**config.mk**
```make
export PLATFORM = sky130hd
export DESIGN_NAME = game_round_ctrl_flat
export DESIGN_NICKNAME = d
export VERILOG_FILES = /design/src/rtl/game_round_ctrl_if.sv /design/src/rtl/game_round_ctrl.sv /design/src/flat_wrapper.sv
export SDC_FILE = /design/constraint.sdc
export NUM_CORES = 1
export LEC_CHECK = 0
export CORE_UTILIZATION = 42
export DETAILED_ROUTE_END_ITERATION = 10
export HOLD_SLACK_MARGIN = 0.1
export PLACE_DENSITY = 0.71
export SYNTH_ARGS = -nofsm -noshare
export SYNTH_HDL_FRONTEND = slang
export SYNTH_SLANG_ARGS = --single-unit
export TNS_END_PERCENT = 50
```
**constraint.sdc**
```tcl
create_clock -name clk -period 2.1 [get_ports clk]
set_input_delay 0.525 -clock clk [delete_from_list [all_inputs] [get_ports clk]]
set_output_delay 0.525 -clock clk [all_outputs]
set_load 0.01 [all_outputs]
```
**src/rtl/game_round_ctrl_if.sv**
```systemverilog
// Bundle of the game controller's player, counter and status signals.
// The slave side is the controller; the master side is whatever drives
// the players and watches the result (game logic, bench, etc.).
interface game_round_ctrl_if;
   logic       start;
   logic [3:0] seed;
   logic       p0_req;
   logic       p1_req;
   logic [1:0] p0_mode;
   logic [1:0] p1_mode;
   logic       winner;
   logic       loser;
   logic [1:0] up_down;
   logic       cnt_en;
   logic [3:0] initvalue;
   logic       init_load;
   logic       p0_gnt;
   logic       p1_gnt;
   logic       busy;
   logic [2:0] state;
   logic [3:0] p0_score;
   logic [3:0] p1_score;
   logic       game_done;
   logic [1:0] champ;

   modport master (
      output start, seed, p0_req, p1_req, p0_mode, p1_mode, winner, loser,
      input  up_down, cnt_en, initvalue, init_load, p0_gnt, p1_gnt, busy,
             state, p0_score, p1_score, game_done, champ
   );

   modport slave (
      input  start, seed, p0_req, p1_req, p0_mode, p1_mode, winner, loser,
      output up_down, cnt_en, initvalue, init_load, p0_gnt, p1_gnt, busy,
             state, p0_score, p1_score, game_done, champ
   );
endinterface

```
**src/rtl/game_round_ctrl.sv**
```systemverilog
// Two-player round controller for an up/down counter game.
// Each round the shared counter is loaded with the game seed; players take
// turns (round-robin on contention) stepping it. When the counter reports
// reaching 15 (winner) or 0 (loser) the round is scored; an idle PLAY phase
// of TIMEOUT cycles forfeits the round. After ROUNDS rounds the champion
// is published. Every output is a flop; the comb process computes next values.
module game_round_ctrl #(
   parameter int ROUNDS  = 4,
   parameter int TIMEOUT = 8,
   parameter int SETTLE  = 2
) (
   input  logic              clk,
   input  logic              reset,
   game_round_ctrl_if.slave  bus
);

   localparam int TW = $clog2(TIMEOUT + 1);
   localparam int SW = (SETTLE > 1) ? $clog2(SETTLE) : 1;

   typedef enum logic [2:0] {
      IDLE  = 3'd0,
      LOAD  = 3'd1,
      PLAY  = 3'd2,
      WAIT  = 3'd3,
      SCORE = 3'd4,
      DONE  = 3'd5
   } state_t;

   // How the round in progress ended; resolved into points in SCORE.
   typedef enum logic [1:0] {
      OUT_WIN     = 2'd0,
      OUT_LOSE    = 2'd1,
      OUT_FORFEIT = 2'd2
   } outcome_t;

   state_t        state_reg,       state_next;
   outcome_t      outcome_reg,     outcome_next;
   logic [3:0]    seed_reg,        seed_next;
   logic [3:0]    round_reg,       round_next;
   logic          ptr_reg,         ptr_next;        // 0: p0 has priority
   logic          owner_reg,       owner_next;      // last granted player
   logic          owner_valid_reg, owner_valid_next;
   logic [TW-1:0] timer_reg,       timer_next;
   logic [SW-1:0] wait_reg,        wait_next;
   logic [3:0]    p0_score_reg,    p0_score_next;
   logic [3:0]    p1_score_reg,    p1_score_next;
   logic [1:0]    up_down_reg,     up_down_next;
   logic          cnt_en_reg,      cnt_en_next;
   logic [3:0]    initvalue_reg,   initvalue_next;
   logic          init_load_reg,   init_load_next;
   logic          p0_gnt_reg,      p0_gnt_next;
   logic          p1_gnt_reg,      p1_gnt_next;
   logic          busy_reg,        busy_next;
   logic          game_done_reg,   game_done_next;
   logic [1:0]    champ_reg,       champ_next;

   // Helpers for the comb process.
   logic [3:0]    seed_fix;
   logic          grant_p1;
   logic          p0_pt;
   logic          p1_pt;
   logic [3:0]    round_inc;

   function automatic logic [3:0] sat_inc(input logic [3:0] v, input logic add);
      if (add && v != 4'd15)
         return v + 4'd1;
      return v;
   endfunction

   function automatic logic [1:0] pick_champ(input logic [3:0] s0, input logic [3:0] s1);
      if (s0 > s1)
         return 2'b01;
      if (s1 > s0)
         return 2'b10;
      return 2'b11;
   endfunction

   // State and output registers; reset wins over everything on the same edge.
   always_ff @(posedge clk) begin
      if (reset) begin
         state_reg       <= IDLE;
         outcome_reg     <= OUT_WIN;
         seed_reg        <= 4'd1;
         round_reg       <= 4'd0;
         ptr_reg         <= 1'b0;
         owner_reg       <= 1'b0;
         owner_valid_reg <= 1'b0;
         timer_reg       <= '0;
         wait_reg        <= '0;
         p0_score_reg    <= 4'd0;
         p1_score_reg    <= 4'd0;
         up_down_reg     <= 2'b00;
         cnt_en_reg      <= 1'b0;
         initvalue_reg   <= 4'd1;
         init_load_reg   <= 1'b0;
         p0_gnt_reg      <= 1'b0;
         p1_gnt_reg      <= 1'b0;
         busy_reg        <= 1'b0;
         game_done_reg   <= 1'b0;
         champ_reg       <= 2'b00;
      end else begin
         state_reg       <= state_next;
         outcome_reg     <= outcome_next;
         seed_reg        <= seed_next;
         round_reg       <= round_next;
         ptr_reg         <= ptr_next;
         owner_reg       <= owner_next;
         owner_valid_reg <= owner_valid_next;
         timer_reg       <= timer_next;
         wait_reg        <= wait_next;
         p0_score_reg    <= p0_score_next;
         p1_score_reg    <= p1_score_next;
         up_down_reg     <= up_down_next;
         cnt_en_reg      <= cnt_en_next;
         initvalue_reg   <= initvalue_next;
         init_load_reg   <= init_load_next;
         p0_gnt_reg      <= p0_gnt_next;
         p1_gnt_reg      <= p1_gnt_next;
         busy_reg        <= busy_next;
         game_done_reg   <= game_done_next;
         champ_reg       <= champ_next;
      end
   end

   // Next-state and next-output logic; strobes default low each cycle.
   always_comb begin
      state_next       = state_reg;
      outcome_next     = outcome_reg;
      seed_next        = seed_reg;
      round_next       = round_reg;
      ptr_next         = ptr_reg;
      owner_next       = owner_reg;
      owner_valid_next = owner_valid_reg;
      timer_next       = timer_reg;
      wait_next        = wait_reg;
      p0_score_next    = p0_score_reg;
      p1_score_next    = p1_score_reg;
      up_down_next     = 2'b00;
      cnt_en_next      = 1'b0;
      initvalue_next   = initvalue_reg;
      init_load_next   = 1'b0;
      p0_gnt_next      = 1'b0;
      p1_gnt_next      = 1'b0;
      game_done_next   = game_done_reg;
      champ_next       = champ_reg;

      // A seed of 0 or 15 would end the round before anyone moves.
      seed_fix  = (bus.seed == 4'd0 || bus.seed == 4'd15) ? 4'd1 : bus.seed;
      grant_p1  = (bus.p0_req && bus.p1_req) ? ptr_reg : bus.p1_req;
      p0_pt     = 1'b0;
      p1_pt     = 1'b0;
      round_inc = round_reg + 4'd1;

      case (state_reg)
         IDLE, DONE: begin
            if (bus.start) begin
               seed_next      = seed_fix;
               round_next     = 4'd0;
               ptr_next       = 1'b0;
               p0_score_next  = 4'd0;
               p1_score_next  = 4'd0;
               game_done_next = 1'b0;
               champ_next     = 2'b00;
               init_load_next = 1'b1;
               initvalue_next = seed_fix;
               state_next     = LOAD;
            end
         end
         LOAD: begin
            owner_valid_next = 1'b0;
            timer_next       = '0;
            state_next       = PLAY;
         end
         PLAY: begin
            if (bus.winner || bus.loser) begin
               outcome_next = bus.winner ? OUT_WIN : OUT_LOSE;
               state_next   = SCORE;
            end else if (bus.p0_req || bus.p1_req) begin
               p0_gnt_next      = ~grant_p1;
               p1_gnt_next      = grant_p1;
               cnt_en_next      = 1'b1;
               up_down_next     = grant_p1 ? bus.p1_mode : bus.p0_mode;
               owner_next       = grant_p1;
               owner_valid_next = 1'b1;
               ptr_next         = ~grant_p1;
               timer_next       = '0;
               wait_next        = '0;
               state_next       = WAIT;
            end else begin
               timer_next = timer_reg + TW'(1);
               if (timer_reg == TW'(TIMEOUT - 1)) begin
                  outcome_next = OUT_FORFEIT;
                  state_next   = SCORE;
               end
            end
         end
         WAIT: begin
            if (wait_reg == SW'(SETTLE - 1))
               state_next = PLAY;
            else
               wait_next = wait_reg + SW'(1);
         end
         SCORE: begin
            case (outcome_reg)
               OUT_WIN: begin
                  p0_pt = owner_valid_reg & ~owner_reg;
                  p1_pt = owner_valid_reg &  owner_reg;
               end
               OUT_LOSE: begin
                  p0_pt = owner_valid_reg &  owner_reg;
                  p1_pt = owner_valid_reg & ~owner_reg;
               end
               default: begin
                  p0_pt =  ptr_reg;
                  p1_pt = ~ptr_reg;
               end
            endcase
            p0_score_next = sat_inc(p0_score_reg, p0_pt);
            p1_score_next = sat_inc(p1_score_reg, p1_pt);
            round_next    = round_inc;
            if (round_inc == 4'(ROUNDS)) begin
               game_done_next = 1'b1;
               champ_next     = pick_champ(p0_score_next, p1_score_next);
               state_next     = DONE;
            end else begin
               init_load_next = 1'b1;
               initvalue_next = seed_reg;
               state_next     = LOAD;
            end
         end
         default: state_next = IDLE;
      endcase

      busy_next = !(state_next == IDLE || state_next == DONE);
   end

   assign bus.state     = state_reg;
   assign bus.up_down   = up_down_reg;
   assign bus.cnt_en    = cnt_en_reg;
   assign bus.initvalue = initvalue_reg;
   assign bus.init_load = init_load_reg;
   assign bus.p0_gnt    = p0_gnt_reg;
   assign bus.p1_gnt    = p1_gnt_reg;
   assign bus.busy      = busy_reg;
   assign bus.p0_score  = p0_score_reg;
   assign bus.p1_score  = p1_score_reg;
   assign bus.game_done = game_done_reg;
   assign bus.champ     = champ_reg;

endmodule

```
**src/flat_wrapper.sv**
```systemverilog
// flat-port wrapper written by rule: the top's interface ports become plain ports
module game_round_ctrl_flat 
#(
   parameter int ROUNDS  = 4,
   parameter int TIMEOUT = 8,
   parameter int SETTLE  = 2
)
  (clk, reset, bus_start, bus_seed, bus_p0_req, bus_p1_req, bus_p0_mode, bus_p1_mode, bus_winner, bus_loser, bus_up_down, bus_cnt_en, bus_initvalue, bus_init_load, bus_p0_gnt, bus_p1_gnt, bus_busy, bus_state, bus_p0_score, bus_p1_score, bus_game_done, bus_champ);
  game_round_ctrl_if bus_i ();
  input  logic clk;
  input  logic reset;
  input wire logic [$bits(bus_i.start)-1:0] bus_start;
  input wire logic [$bits(bus_i.seed)-1:0] bus_seed;
  input wire logic [$bits(bus_i.p0_req)-1:0] bus_p0_req;
  input wire logic [$bits(bus_i.p1_req)-1:0] bus_p1_req;
  input wire logic [$bits(bus_i.p0_mode)-1:0] bus_p0_mode;
  input wire logic [$bits(bus_i.p1_mode)-1:0] bus_p1_mode;
  input wire logic [$bits(bus_i.winner)-1:0] bus_winner;
  input wire logic [$bits(bus_i.loser)-1:0] bus_loser;
  output wire logic [$bits(bus_i.up_down)-1:0] bus_up_down;
  output wire logic [$bits(bus_i.cnt_en)-1:0] bus_cnt_en;
  output wire logic [$bits(bus_i.initvalue)-1:0] bus_initvalue;
  output wire logic [$bits(bus_i.init_load)-1:0] bus_init_load;
  output wire logic [$bits(bus_i.p0_gnt)-1:0] bus_p0_gnt;
  output wire logic [$bits(bus_i.p1_gnt)-1:0] bus_p1_gnt;
  output wire logic [$bits(bus_i.busy)-1:0] bus_busy;
  output wire logic [$bits(bus_i.state)-1:0] bus_state;
  output wire logic [$bits(bus_i.p0_score)-1:0] bus_p0_score;
  output wire logic [$bits(bus_i.p1_score)-1:0] bus_p1_score;
  output wire logic [$bits(bus_i.game_done)-1:0] bus_game_done;
  output wire logic [$bits(bus_i.champ)-1:0] bus_champ;
  assign bus_i.start = bus_start;
  assign bus_i.seed = bus_seed;
  assign bus_i.p0_req = bus_p0_req;
  assign bus_i.p1_req = bus_p1_req;
  assign bus_i.p0_mode = bus_p0_mode;
  assign bus_i.p1_mode = bus_p1_mode;
  assign bus_i.winner = bus_winner;
  assign bus_i.loser = bus_loser;
  assign bus_up_down = bus_i.up_down;
  assign bus_cnt_en = bus_i.cnt_en;
  assign bus_initvalue = bus_i.initvalue;
  assign bus_init_load = bus_i.init_load;
  assign bus_p0_gnt = bus_i.p0_gnt;
  assign bus_p1_gnt = bus_i.p1_gnt;
  assign bus_busy = bus_i.busy;
  assign bus_state = bus_i.state;
  assign bus_p0_score = bus_i.p0_score;
  assign bus_p1_score = bus_i.p1_score;
  assign bus_game_done = bus_i.game_done;
  assign bus_champ = bus_i.champ;
  game_round_ctrl #(.ROUNDS(ROUNDS), .TIMEOUT(TIMEOUT), .SETTLE(SETTLE)) u_core (.clk(clk), .reset(reset), .bus(bus_i));
endmodule
```
# [Yosys cells after proc, flatten, opt, wreduce, memory -nomap -nowiden]
# Index checks and enable logic that the tools add are counted.
[word_totals] reg_bits=43 out_inout_bits=25 elab_cells=152
[op_classes] n_addsub=5 order_cmp=2 n_eq_ne=18 n_mux=69 n_bitwise=8 n_reduce_logical=30
[ops] op="4-bit 2-to-1 mux" count=12
[ops] op="4-bit case mux with 2 select lines" count=5
[ops] op="1-bit 2-to-1 mux" count=27
[ops] op="2-bit 2-to-1 mux" count=10
[ops] op="3-bit 2-to-1 mux" count=6
[ops] op="3-bit AND reduction" count=6
[ops] op="4-bit by 1-bit adder with 4-bit output, second input constant" count=4
[ops] op="3-bit case mux with 5 select lines" count=1
[ops] op="1-bit case mux with 2 select lines" count=7
[ops] op="2-bit nonzero test" count=5
[ops] op="3-bit equality test, second input constant" count=3
[ops] op="4-bit by 3-bit equality test with 1-bit output, second input constant" count=2
[ops] op="4-bit > comparator" count=2
[ops] op="4-bit != test, second input constant" count=2
[ops] op="3-bit by 2-bit equality test with 1-bit output, second input constant" count=2
[ops] op="3-bit zero test" count=2
[ops] op="2-bit by 1-bit != test with 1-bit output, second input constant" count=3
[ops] op="2-bit != test, second input constant" count=3
[ops] op="1-bit NOT" count=6
[ops] op="2-bit AND reduction" count=3
[ops] op="4-bit equality test, second input constant" count=1
[ops] op="4-bit zero test" count=1
[ops] op="1-bit logical OR" count=4
[ops] op="2-bit case mux with 2 select lines" count=1
[ops] op="11 further kinds" count=14

# [Longest topological paths before layout]
[logic_depth] word_depth=20 depth_mapped=11 depth_no_buf=10

# [Least setup slack after synthesis]
# No wires, ideal clock.
[synth_timing] path_kind="flip-flop to flip-flop" startpoint="register u_core.outcome_reg[0]" endpoint="register u_core.champ_reg[1] (netlist: u_core.bus.champ[1])" setup_time_ns=0.070 arrival_time_ns=2.112 t_required_ns=2.030 slack_ns=-0.083 stages_incl_launch_ff=11 path_buffers=1 synth_period_minus_slack_ns=2.183 path_cell_list="dfxtp_1 -> xor2_1 -> o21ai_1 -> and2_1 -> buf_2 -> mux2_2 -> ha_1 -> a21oi_1 -> o21ai_0 -> a21o_1 -> a21oi_1"
[synth_between] elab_chain_cells=17 elab_cells_between_ends=30 cone_classes="order compare (2); eq/ne (1); mux (24); reduce/logical (3)"
[synth_rtl] element="start, declared" line_no="game_round_ctrl.sv:37" text="outcome_t outcome_reg, outcome_next;"
[synth_rtl] element="start signal, assigned" line_no="game_round_ctrl.sv:103" text="outcome_reg <= outcome_next;"
[synth_rtl] element="2-bit by 1-bit equality test with 1-bit output / 2-bit zero test (equally long branches)" line_no="game_round_ctrl.sv:204" text="case (outcome_reg)"
[synth_rtl] element="1-bit case mux with 2 select lines" line_no="game_round_ctrl.sv:204"
[synth_rtl] element="1-bit 2-to-1 mux" line_no="game_round_ctrl.sv:154" text="case (state_reg)"
[synth_rtl] element="1-bit logical AND" line_no="game_round_ctrl.sv:65" text="if (add && v != 4'd15)"
[synth_rtl] element="1-bit 2-to-1 mux" line_no="game_round_ctrl.sv:65"
[synth_rtl] element="1-bit 2-to-1 mux" line_no="game_round_ctrl.sv:154"
[synth_rtl] element="4-bit 2-to-1 mux" line_no="game_round_ctrl.sv:67" text="return v;"
[synth_rtl] element="4-bit 2-to-1 mux" line_no="game_round_ctrl.sv:154"
[synth_rtl] element="4-bit > comparator" line_no="game_round_ctrl.sv:73" text="if (s1 > s0)"
[synth_rtl] element="1-bit 2-to-1 mux (2 in series)" line_no="game_round_ctrl.sv:73"
[synth_rtl] element="1-bit 2-to-1 mux" line_no="game_round_ctrl.sv:221" text="if (round_inc == 4'(ROUNDS)) begin"
[synth_rtl] element="1-bit 2-to-1 mux" line_no="game_round_ctrl.sv:154"
[synth_rtl] element="2-bit 2-to-1 mux" line_no="game_round_ctrl.sv:75" text="return 2'b11;"
[synth_rtl] element="2-bit 2-to-1 mux *" line_no="game_round_ctrl.sv:73"
[synth_rtl] element="2-bit 2-to-1 mux *" line_no="game_round_ctrl.sv:221"
[synth_rtl] element="2-bit case mux with 2 select lines *" line_no="game_round_ctrl.sv:154"
[synth_rtl] element="end signal, assigned" line_no="game_round_ctrl.sv:121" text="champ_reg <= champ_next;"
[synth_rtl] element="end, declared" line_no="game_round_ctrl.sv:55" text="logic [1:0] champ_reg, champ_next;"
# Every way passes the cells marked *; elsewhere a longest branch is shown, timed or not. The select of a mux whose other input is x is not followed.
# A chain may end at the register's enable or synchronous reset.

# [Final worst setup path]
# Ends and elaborated chain as after synthesis.

==> results by group <==
Detailed routing
  • Vias: between 2,000 and 2,500
  • Post-route ant nets: 0
  • DRT Pass-1 Iters: 4
  • 1st-iter DRT viols: about 180
  • Drt drc: 0
  • WL final: 5.51 mm
  • Routed len/inst: 14.0 µm
  • DR vias/cell: approximately 5.5

Floorplanning
  • Row count: 26
  • Initial Util: 44.0%
  • Die Y: 75.6 µm
  • Core area: just over 0.005 mm²
  • Die width: 75.6 µm
  • Die area: 0.00572 mm²
  • # IOs: 40

Clocking
  • H-tree levels: 2
  • TritonCTS clock tree: yes
  • Num Clock Sinks: 43
  • Skew-Pair Late Insertion Delay: 0.29 ns
  • Root Driver: clkbuf_8
  • Total CTS buffers: 5
  • Clock slew at reported path FFs: about 0.080 ns
  • CTS Buffer Depth: 2
  • CTS Hold Bufs: 0

Critical path
  • R2R depth: 9
  • Crit path kind: flop to flop
  • Startpoint Class: flop
  • CP Max Fanout: 2
  • Worst endpoint data arrival time: 2.25 ns
  • Worst setup EP type: flop
  • Worst path required time: 2.28 ns

Cells and area
  • Share of cells above drive strength 1: 21.6%
  • # diodes: 0
  • Nets: 347
  • Area Growth Syn to Fin: 34.2%
  • Layout fillers: about 450

STA
  • Rel. slew slack: 71.3%
  • Fin crit period: ~2.1 ns
  • Setup TNS: 0 ns
  • Slew @ Worst Pin: 0.430 ns
  • Final Hold Viols: 0
  • Slew Limit Fails: 0
  • Tcrit/Tclk final: 98.7%
  • Final Skew: approximately 0.0050 ns
  • # setup viols final: 0
  • Max Freq: 483 MHz
  • Worst setup margin: ~0.028 ns

Yosys
  • Synth Instances: 268
  • Synth Register Bits: 43
  • Asr flop ratio synth: 0%
  • Synth cell count leaders: dfxtp_1 (43), nor2_1 (29), a21oi_1 (27)
  • Most frequent cell after synthesis: dfxtp_1
  • Synth top area share: 37.8%
  • Top post-synthesis cells by area: dfxtp_1 (38%), a21oi_1 (5.9%), ha_1 (4.9%), nor2_1 (4.8%), nand2_1 (4.1%)
  • Unique cell type count in the Yosys netlist: 54
  • Number of synthesized flops with an enable pin: 0
  • Post-synth top area cell: dfxtp_1
  • Synth Net Count: 292
  • Post-synthesis sequential area ratio: 37.8%
  • Yosys warning count: 0
  • Post-Syn Area: 0.00228 mm²
  • Post-synth top flop: dfxtp_1
  • Syn_area_per_cell: 8.49 µm²

Global route
  • Total GRT Usage: 21.3%
  • Vias in the first global route: 2,029
  • First-pass GRT wire length: 9.23 mm
  • Remaining Overflow, GRT: 0
  • Initial antenna violation count: 0
  • Largest net degree at the start of global routing: 30

Hold path
  • Path type of the worst min-delay path: flop to flop
  • Hold Path Depth: 2

Place
  • DP Worst Slack: 0.0248 ns
  • PortBufs: 39
  • Hpwl dp: 3.89 mm
  • Routability cong.: around 0.9

Power and ir drop
  • Max VDD drop: 0.000335 V
  • Leak Pwr: 0.00117 µW
  • PD cells: 553 mW/mm²

Status
  • Status: complete, no violations

Run
  • Max Cap Viol: 0
[path summary, 6_finish.rpt]
path | startpoint | endpoint | slack [ns]
setup reg to reg | u_core.outcome_reg[0] | u_core.bus.champ[1] | 0.03
hold / removal | u_core.bus.game_done | u_core.bus.game_done | 0.46
setup / recovery | u_core.outcome_reg[0] | u_core.bus.champ[1] | 0.03
hold reg to reg | u_core.bus.game_done | u_core.bus.game_done | 0.46
[worst max-delay path: stages, from the launching register on]
cell and delay, ns:
dfxtp_2 0.34, xor2_2 0.18, o21ai_2 0.20, and2_4 0.18, mux2_2 0.35, ha_4 0.29
a21oi_4 0.05, o21ai_2 0.17, a21o_1 0.14, a21oi_2 0.05
[area by class of cell]
| class | count | area (µm²) | area share (%) |
|---|---|---|---|
| well taps | 70 | 87.6 | 2.87 |
| inverters | 7 | 26.3 | 0.860 |
| multi-input cells | 206 | 1420 | 46.5 |
| flip-flops and latches | 43 | 870 | 28.5 |
| clock buffers | 7 | 96.3 | 3.15 |
| repair buffers | 60 | 548 | 17.9 |
| clock inverters | 1 | 7.51 | 0.246 |
[per-stage QoR]
stage	utilization [%]	cells	area, µm²	hold WS, ns	total power, µW
3_5_place_dp	54.8	383	2830	0.451	1120
5_1_grt	59.0	394	3050	0.481	1770
6_report	59.0	394	3050	0.458	1690
4_1_cts	57.0	392	2950	0.463	1710
3_3_place_gp	54.8	383	2830	0.448	1120
2_1_floorplan	-	268	2290	0.439	1010
[metal layers]
metal / wire (µm) / global-route usage, % / part of all wire (%) / vias up
li1: - / - / - / 1074
met1: 2610 / 27.8 / 47 / 1006
met2: 2540 / 35.7 / 46 / 76
met3: 267 / 3.57 / 4.9 / 6
met4: 90 / 7.41 / 1.6 / 0
met5: 0 / 0 / 0 / -
[where the power goes]
| part | internal [µW] | total, µW | switching, µW |
|---|---|---|---|
| Combinational | 118 | 243 | 125 |
| Sequential | 838 | 861 | 22.6 |
| Clock | 299 | 586 | 287 |
[kinds of logic after synthesis]
group	synth area share (%)
and+or+nand+nor	25.2
muxes	2.25
adders and majority gates	5.44
DFF	37.8
AOI/OAI and AO/OA	22.6
buffers and inverters	3.96
xor gates and xnor gates	2.69
[timing repair]
item                                    CTS  global route
pin swaps                                 1             5
hold endpoints to repair                  0             0
endpoints found under the setup margin    2             2
gates resized for setup                   2            20
setup buffers                             1             2
gates cloned                              0             0
[placed cells by master (no fill, tap or decap), drive strengths merged, types with 6 or more instances in the layout]
master         count
dfxtp             43
clkdlybuf4s50     39
nor2              29
a21oi             27
nand2             26
buf               21
o21ai             17
nand3             15
ha                 9
clkbuf             7
inv                7
nor3               6
Power figures use the tool's default switching activity.
